File: src/rtl/tt_asiclab_accum.sv
// Handshaked add/sub/accumulate unit with registered result, overflow flag and accumulator.
// Define ACCUM_SAT_EN for saturating arithmetic; otherwise results wrap modulo 2^WIDTH.
module tt_asiclab_accum #(
    parameter int WIDTH = 8
) (
    input  logic             clk,
    input  logic             rst_n,
    input  logic             ena,
    input  logic             in_valid,
    output logic             in_ready,
    input  logic [1:0]       op,
    input  logic [WIDTH-1:0] a,
    input  logic [WIDTH-1:0] b,
    output logic             out_valid,
    input  logic             out_ready,
    output logic [WIDTH-1:0] result,
    output logic             ovf,
    output logic [WIDTH-1:0] acc
);

    localparam logic [1:0] OP_ADD  = 2'b00;
    localparam logic [1:0] OP_SUB  = 2'b01;
    localparam logic [1:0] OP_ACC  = 2'b10;
    localparam logic [1:0] OP_LOAD = 2'b11;

    logic             accept;
    logic             deliver;
    logic [WIDTH:0]   sum_ab;
    logic [WIDTH:0]   diff_ab;
    logic [WIDTH:0]   sum_acc;
    logic [WIDTH-1:0] next_res;
    logic             next_ovf;

    assign in_ready = rst_n && ena && (!out_valid || out_ready);
    assign accept   = in_valid && in_ready;
    assign deliver  = out_valid && out_ready;

    // Top bit of each widened result is the carry (add) or borrow (sub).
    assign sum_ab  = {1'b0, a} + {1'b0, b};
    assign diff_ab = {1'b0, a} - {1'b0, b};
    assign sum_acc = {1'b0, acc} + {1'b0, a};

    always_comb begin
        next_res = '0;
        next_ovf = 1'b0;
        unique case (op)
            OP_ADD: begin
                next_ovf = sum_ab[WIDTH];
`ifdef ACCUM_SAT_EN
                next_res = sum_ab[WIDTH] ? '1 : sum_ab[WIDTH-1:0];
`else
                next_res = sum_ab[WIDTH-1:0];
`endif
            end
            OP_SUB: begin
                next_ovf = diff_ab[WIDTH];
`ifdef ACCUM_SAT_EN
                next_res = diff_ab[WIDTH] ? '0 : diff_ab[WIDTH-1:0];
`else
                next_res = diff_ab[WIDTH-1:0];
`endif
            end
            OP_ACC: begin
                next_ovf = sum_acc[WIDTH];
`ifdef ACCUM_SAT_EN
                next_res = sum_acc[WIDTH] ? '1 : sum_acc[WIDTH-1:0];
`else
                next_res = sum_acc[WIDTH-1:0];
`endif
            end
            OP_LOAD: begin
                next_ovf = 1'b0;
                next_res = a;
            end
            default: begin
                next_ovf = 1'b0;
                next_res = '0;
            end
        endcase
    end

    always_ff @(posedge clk) begin
        if (!rst_n) begin
            result    <= '0;
            ovf       <= 1'b0;
            acc       <= '0;
            out_valid <= 1'b0;
        end else if (ena) begin
            if (accept) begin
                result    <= next_res;
                ovf       <= next_ovf;
                out_valid <= 1'b1;
                if (op == OP_ACC || op == OP_LOAD) begin
                    acc <= next_res;
                end
            end else if (deliver) begin
                out_valid <= 1'b0;
            end
        end
    end

endmodule

File: config.mk
export PLATFORM = sky130hd
export DESIGN_NAME = tt_asiclab_accum
export DESIGN_NICKNAME = d
export VERILOG_FILES = /design/src/rtl/tt_asiclab_accum.sv
export SDC_FILE = /design/constraint.sdc
export NUM_CORES = 1
export LEC_CHECK = 0
export ABC_CLOCK_PERIOD_IN_PS = 2000
export BUFFER_PORTS_ARGS = -buffer_cell sky130_fd_sc_hd__buf_2
export CAP_MARGIN = 25
export CORE_ASPECT_RATIO = 1.1
export CORE_UTILIZATION = 35
export DETAILED_ROUTE_END_ITERATION = 6
export PLACE_DENSITY = 0.63
export SLEW_MARGIN = 20
export SYNTH_ARGS = -nofsm -noshare
export SYNTH_HDL_FRONTEND = slang
export SYNTH_SLANG_ARGS = --single-unit
File: constraint.sdc
create_clock -name clk -period 2 [get_ports clk]
set_clock_uncertainty 0.1 [all_clocks]
set_input_delay 0.2 -clock clk [delete_from_list [all_inputs] [get_ports clk]]
set_output_delay 0.2 -clock clk [all_outputs]
set_load 0.05 [all_outputs]
**Yosys cells after proc, flatten, opt, wreduce, memory -nomap -nowiden**

Cells that the tools add are included.

- Register bits after elaboration: 18
- Bits in latches: 0
- Input port bits: 23
- Logic and storage cells: 26
- ROM bits: 0
- Output and inout bits: 19
- Memories: 0
- Memory bits (writable): 0

- Eq/ne operators: 3
- Bitwise operators: 0
- Reduce and logical (&&, ||, !) cells: 12
- Add/subtract/negate cells: 3
- Shift-type cells: 0
- Muxes and demuxes: 4
- Divide/modulo/power cells: 0
- Magnitude comparators: 0
- $mul: 0

Operators with widths:

| operator | number |
|---|---|
| one-hot mux 8 bit (4 select lines) | 1 |
| adder 8 x 8 -> 9 bit | 2 |
| subtractor 8 x 8 -> 9 bit | 1 |
| == test 2 bit, second input constant | 2 |
| logical AND 1 bit | 4 |
| one-hot mux 1 bit (4 select lines) | 1 |
| AND reduction 2 bit | 2 |
| AND reduction 3 bit | 1 |
| == test 2 x 1 -> 1 bit, second input constant | 1 |
| logical NOT 2 bit | 1 |
| logical OR 1 bit | 2 |
| 2-to-1 mux 1 bit | 2 |
| nonzero test 2 bit | 1 |
| logical NOT 1 bit | 1 |

**Logic depth before layout (Yosys ltp)**

Gate-level depths: netlist of run 1.

- Depth in word-level cells: 6
- Gate-level depth with buffers: 9

**Least setup slack after synthesis of run 1**

No wires, ideal clock.

- Kind: register -> register
- Start point: register acc[0]
- End point: register result[6]
- Path slack: -0.418 ns
- Stages on the path, launching flop included: 10
- Required time: 1.830 ns
- Arrival time: 2.248 ns
- Setup time: 0.070 ns
- Path buffers: 0
- Cells stage by stage: dfxtp_1 ha_1 inv_1 fa_1 and2b_1 o2111ai_1 a211o_1 nand3_1 o21ai_0 a21oi_1

- Cells in the longest elaborated chain, start to end: 2

RTL lines:

| item | line | RTL |
|---|---|---|
| start, declared | 18 | `output logic [WIDTH-1:0] acc` |
| start signal, assigned | 94 | `acc <= next_res;` |
| adder 8 x 8 -> 9 bit | 41 | `assign sum_acc = {1'b0, acc} + {1'b0, a};` |
| one-hot mux 8 bit (4 select lines) | 46 | `unique case (op)` |
| end signal, assigned | 90 | `result <= next_res;` |
| end, declared | 16 | `output logic [WIDTH-1:0] result,` |

Every way passes these cells.
A chain may end at the register's enable or synchronous reset.

**Worst setup path in the final report of run 1**

- Start point: register acc[0]
- End point: register acc[6]

- Cells in the longest elaborated chain, start to end: 2

RTL lines:

| item | line |
|---|---|
| adder 8 x 8 -> 9 bit | 41 |
| one-hot mux 8 bit (4 select lines) | 46 |

Every way passes these cells.

==> flow_metrics.tcl, run 1 <==
set metrics [dict create \
    cts_tree "yes" \
    synthArstFlopShare_pct 0 \
    power.leakage_nw 1.20 \
    grt_antenna_before_repair 0 \
    rrSetupSlack_ps -30 \
    place_area_sq_um 2500 \
    cts_buffer_depth 2 \
    synthesis.nets 296 \
    yosysSeqAreaShare_pct 17.8 \
    cap_violations 0 \
    ys_warn_count 0 \
    grt_pass1_vias 1852 \
    clk_latency_ps 250 \
    slew_viol_final 0 \
    synth_top_area_share_pct 17.8 \
    syn_area_sq_um 2030 \
    rr_worst_depth 9 \
    worst_slack_ps -27.2 \
    reg2reg_from "acc[0]" \
    dr.pass1.iters 4 \
    yosysTopAreaCell "dfxtp_1" \
    yosys_most_used_dff "dfxtp_1" \
    path_cells "ha_4, inv_2, fa_2, and2b_1, o2111ai_2, a211o_1, nand3_2, nor2_2, nor3b_2" \
    cp-end-kind "flip-flop" \
    fin_crit_sh_pct 101 \
    rows 28 \
    htree_levels 1 \
    avgSynthCellArea_sq_um 8.23 \
    cts_hold_buf 0 \
    top_layer_used "met4" \
    initial_core_util_pct 37.1 \
    wl_met2_microns 2570 \
    cpLargestDelayFamily "simple AND/OR/NAND/NOR gates" \
    die_area_sq_um 6100 \
    grt_first_pass_wirelength_microns 8460 \
    cts.sinks 18 \
    path_max_fanout 3 \
    dr.first_iter.drc_count 64 \
    holdPathStages 3 \
    crit_path_top_delay_cell "dfxtp_4" \
    grt_max_degree 22 \
    worst_slew_pin_slew_ps 426 \
    crit_path_start "acc[0]" \
    hold_violations 0 \
    netlist_top_cells_count "31 x nand2_1, 24 x ha_1, 18 x dfxtp_1, 18 x inv_1, 16 x o21ai_0" \
    power_density_nw_per_um2 470 \
    period_needed_ps 2030 \
    cts_inserted_buffers 3 \
    synth_edf_count 0 \
    syn_inst 246 \
    dieHeight_microns 81.8 \
    required_ps 2090 \
    fin_area_sq_um 2620 \
    cts.clk_slew.worst_paths_ps 70 \
    crit_buf_inv 1 \
    slew_headroom_pct 71.4 \
    die_w_microns 74.5 \
    regArea_sq_um 374 \
    cp.arrival_ps 2120 \
    drc 0 \
    max_freq_ghz 0.493 \
    r2r_end "acc[6]" \
    final_core_util_pct 47.8 \
    routedWlPerCell_microns 13.4 \
    synth.distinct_cells 61 \
    min_from "in_valid" \
    critical_path_class "flip-flop to flip-flop" \
    vias 1968 \
    status "finished, violations left" \
    grt_use_total_pct 17.7 \
    layout-drive-gt1-share_pct 34.6 \
    viasPerCell 5.13 \
    coreArea_sq_um 5470 \
    routed_wl_microns 5130 \
    grt_overflow 0 \
    ir_drop_uv 358 \
    fillers 568 \
    yosys-top-cells-area "dfxtp_1 18%, ha_1 15%, nand2_1 5.7%" \
    gp_congestion 0.852 \
    area_growth_pct 29.1 \
    rsz0062_at_grt "true" \
    num_io_pins 42 \
    n_antenna_cell 0 \
    cp-start-kind "flip-flop" \
    crit_path_max_incr_delay_ps 360 \
    clock-root-buffer "clkbuf_8" \
    place_hpwl_microns 4190 \
    synth.most_common_cell "nand2_1" \
    multi_input_area_sq_um 1590 \
    finalSetupViolCount 5 \
    wl_met1_microns 2370 \
    met3WireLength_microns 112 \
    detail-route-antenna-nets 0 \
    hold_class "primary input to flip-flop" \
    worstHoldEndpoint "out_valid" \
    synth_seq_cells 18 \
    violations "negative setup slack" \
    io_buffers 41 \
    nets 360 \
    finalSetupTns_ps -110 \
]
registers in the layout, indices dropped and copies added, names as in the netlist:
register   flops
acc            8
out_valid      1
ovf            1
result         8
metrics by stage:
step | power [W] | hold WS, ps | cells | worst slack [ps]
4_1_cts | 0.00123 | 184 | 384 | -22.0
5_1_grt | 0.00131 | 211 | 384 | -118
3_3_place_gp | 0.000919 | 349 | 379 | -169
2_1_floorplan | 0.000762 | 283 | 246 | -24.3
3_5_place_dp | 0.000924 | 353 | 379 | -215
6_report | 0.00123 | 184 | 384 | -27.2
worst register-to-register path, cell delays in order, from the launching register on:
cell and delay [ps]:
dfxtp_4 360, ha_4 130, inv_2 30, fa_2 340, and2b_1 250, o2111ai_2 150
a211o_1 310, nand3_2 100, nor2_2 50, nor3b_2 140
worst max path at each step:
stage                endpoint  slack, ps  cells after the start
CTS                 result[4]        -20                      9
global placement       acc[4]       -170                      9
floorplan           result[6]        -20                      9
detailed placement  result[4]       -210                      9
global route        result[6]       -120                      9
finish                 acc[6]        -30                      9
area by class of cell:
class,count,share of cell area [%]
Clock buffer,4,2.11
Inverter,18,2.58
Multi-Input combinational cell,198,60.7
Sequential cell,18,14.3
Tap cell,75,3.59
Timing Repair Buffer,71,16.7
power by group:
part           switching (W)  internal (W)  total, W
sequential        0.00000996      0.000371  0.000381
combinational       0.000313      0.000236  0.000549
clock               0.000124      0.000175  0.000299
total               0.000447      0.000783   0.00123
routing by layer:
layer  track usage [%]  vias up
met5                 0        -
met3              2.82        8
met1              22.6      922
li1                  -     1008
met4              2.83        0
met2              31.5       30
cells by family after synthesis:
family / Yosys count / share of synthesized area [%]
fa+ha+maj: 27 / 17.8
simple gates: 79 / 21.7
xor+xnor: 14 / 6.05
mux: 6 / 3.71
compound gates: 72 / 25.8
buf+inv: 30 / 7.16
flops: 18 / 17.8
placed cells by master (no fill, tap or decap), types with 2 or more instances in the layout:
master and instances:
buf_2 41, nand2_1 30, buf_4 28, ha_1 23, inv_1 17, o21ai_0 13
dfxtp_1 13, xnor2_1 12, a21oi_1 12, nor2b_1 6, nor2_1 6, o21ai_1 5
a21o_1 4, nand3_1 4, nand2b_1 4, nand4_1 4, a21boi_0 4, clkbuf_8 4
and2b_1 3, a21boi_1 3, o21a_1 3, mux2i_1 3, dfxtp_4 3, a22oi_1 2
o211ai_1 2, and2_1 2, and3_1 2, nor4_1 2, a211oi_1 2, o31ai_2 2
nand3b_1 2, o311ai_0 2, fa_1 2, dfxtp_2 2, buf_6 2
repair_timing:
item / in CTS / in global routing
gates resized for setup: 5 / 12
setup endpoints to repair: 6 / 11
pin swaps: 5 / 5
setup buffers: 1 / 0
gates cloned: 0 / 0
Power figures use the tool's default switching activity.
==> run 2: changes to the inputs <==
--- a/config.mk
+++ b/config.mk
@@ -11,7 +11,9 @@
 export CORE_ASPECT_RATIO = 1.1
 export CORE_UTILIZATION = 35
 export DETAILED_ROUTE_END_ITERATION = 6
+export GPL_TIMING_DRIVEN = 0
 export PLACE_DENSITY = 0.63
+export RECOVER_POWER = 25
 export SLEW_MARGIN = 20
 export SYNTH_ARGS = -nofsm -noshare
 export SYNTH_HDL_FRONTEND = slang
==> run 2 against run 1 <==
  * The run still ends with negative setup slack left
  * Highest routed layer unchanged
  * Hold slack got worse by 62 ps
  * Fmax rose by 0.22%
  * Global-route usage barely moved
  * Clock power fell by 13%
  * Critical path type unchanged
  * Wire length rose by 0.25%
  * Flip-flop and latch count did not move
  * Final area fell by 5.4%
  * Sequential share of layout area rose by 0.81 points
  * Final cell count fell by 3.9%
  * Utilization fell by 2.6 points
==> flow_metrics.tcl, run 2 (same netlist as run 1, synthesis figures left out) <==
set metrics [dict create \
    placed_cells 361 \
    power.leakage_nw 1.09 \
    max_freq_ghz 0.494 \
    rsz0062_at_grt "true" \
    grt_use_total_pct 17.8 \
    p_comb_share_pct 44.7 \
    crit_path_max_incr_delay_ps 360 \
    num_io_pins 42 \
    place_area_sq_um 2350 \
    violations "negative setup slack" \
    io_buffers 40 \
    cts_buffer_depth 2 \
    place_hpwl_microns 4150 \
    grt_pass1_vias 1762 \
    fillers 573 \
    clk_latency_ps 250 \
    routed_wl_microns 5140 \
    htree_levels 1 \
    cts_tree "yes" \
    initial_core_util_pct 37.1 \
    power.switching_w 0.000440 \
    cp-start-kind "flip-flop" \
    worst_slack_ps -22.8 \
    vias 1899 \
    slew_headroom_pct 60.1 \
    switching_share_pct 37.9 \
    n_antenna_cell 0 \
    slew_viol_final 0 \
    p_total_w 0.00116 \
    dr.pass1.iters 4 \
    layout-drive-gt1-share_pct 29.6 \
    grt_overflow 0 \
    die_area_sq_um 6100 \
    crit_path_top_delay_cell "dfxtp_4" \
    path_max_fanout 2 \
    area_growth_pct 22.2 \
    rows 28 \
    gp_congestion 0.857 \
    nets 345 \
    clock-root-buffer "clkbuf_8" \
    cts.sinks 18 \
    cap_violations 0 \
    cts_inserted_buffers 3 \
    required_ps 2030 \
    reg.largest.list "acc: 8 flops, result: 8 flops" \
    cts.clk_slew.worst_paths_ps 70 \
    detail-route-antenna-nets 0 \
    ir_drop_uv 322 \
    drc 0 \
    period_needed_ps 2020 \
    grt_max_degree 11 \
    hold_class "primary input to flip-flop" \
    final_core_util_pct 45.3 \
    final_common_cell "buf_2" \
    finalSetupViolCount 4 \
    viasPerCell 5.15 \
    critical_path_class "flip-flop to flip-flop" \
    cp-end-kind "flip-flop" \
    layout.cells.most_common_list "43 x buf_2, 31 x nand2_1, 21 x ha_1, 17 x inv_1" \
    worst_slew_pin_slew_ps 600 \
    hold_violations 0 \
    coreArea_sq_um 5470 \
    dieHeight_microns 81.8 \
    routedWlPerCell_microns 13.9 \
    grt_first_pass_wirelength_microns 8260 \
    seq_power_share_pct 33.0 \
    die_w_microns 74.5 \
    grt_antenna_before_repair 0 \
    path_cells "ha_4, inv_2, fa_2, and2b_1, o21a_1, or3_1, o211ai_1, a311oi_2, a21oi_1" \
    dr.first_iter.drc_count 75 \
    cpLargestDelayFamily "compound AO/OA/AOI/OAI gates" \
    cp.arrival_ps 2060 \
    fin_crit_sh_pct 101 \
    dp_slack_ps -327 \
    crit_buf_inv 1 \
    fin_cells 369 \
    p_int_w 0.000720 \
    power_density_nw_per_um2 469 \
    fin_area_sq_um 2470 \
    status "finished, violations left" \
    p_clk_share_pct 22.3 \
]
==> run 2: path summary, 6_finish.rpt <==
path / slack (ps) / endpoint / from / depth (start not counted)
hold reg to reg: 360 / result[0] / result[0] / 2
hold / removal: 120 / acc[1] / rst_n / 2
setup / recovery: -20 / acc[4] / acc[0] / 9
setup reg to reg: -20 / acc[4] / acc[0] / 9
==> run 2: final cells by class <==
class	count	area [sq um]	share of cell area (%)
Inverter	18	67.6	2.73
Tap cell	75	93.8	3.79
Clock buffer	4	45.0	1.82
Timing Repair Buffer	44	224	9.05
Multi-Input combinational cell	198	1590	64.4
Buffer	12	77.6	3.13
Sequential cell	18	374	15.1
==> run 2: timing repair <==
action | CTS | global route
endpoints found under the setup margin | 6 | 10
pin swaps | 1 | 8
buffers inserted | 2 | 2
resized for setup | 6 | 11
hold buffers | 0 | 0
==> run 2: metal layers <==
metal	global-route usage, %	part of all wire, %	vias up	wire length (microns)
li1	-	-	982	-
met3	3.68	3.5	4	182
met4	1.89	0.86	0	44
met2	31.6	49	32	2500
met1	22.6	47	881	2410
met5	0	0	-	0
==> run 2: through the flow <==
stage          TNS, ps  hold WS (ps)
3_3_place_gp     -1360           352
4_1_cts           -135           121
5_1_grt           -425           122
2_1_floorplan    -45.1           283
6_report         -52.8           122
3_5_place_dp     -1380           357
==> run 2: worst register-to-register path, stage by stage (launching register included) <==
cell      delay, ps
dfxtp_4         360
ha_4            130
inv_2            30
fa_2            330
and2b_1         230
o21a_1          130
or3_1           100
o211ai_1         90
a311oi_2        280
a21oi_1         110
==> run 2: power by group through the flow <==
stage	sequential [W]	combinational [W]	clock (W)
after floorplan	0.000443	0.000320	0
after global placement	0.000390	0.000494	0
after detailed placement	0.000390	0.000501	0
after CTS	0.000382	0.000506	0.000267
after global routing	0.000384	0.000567	0.000283
final	0.000382	0.000518	0.000259
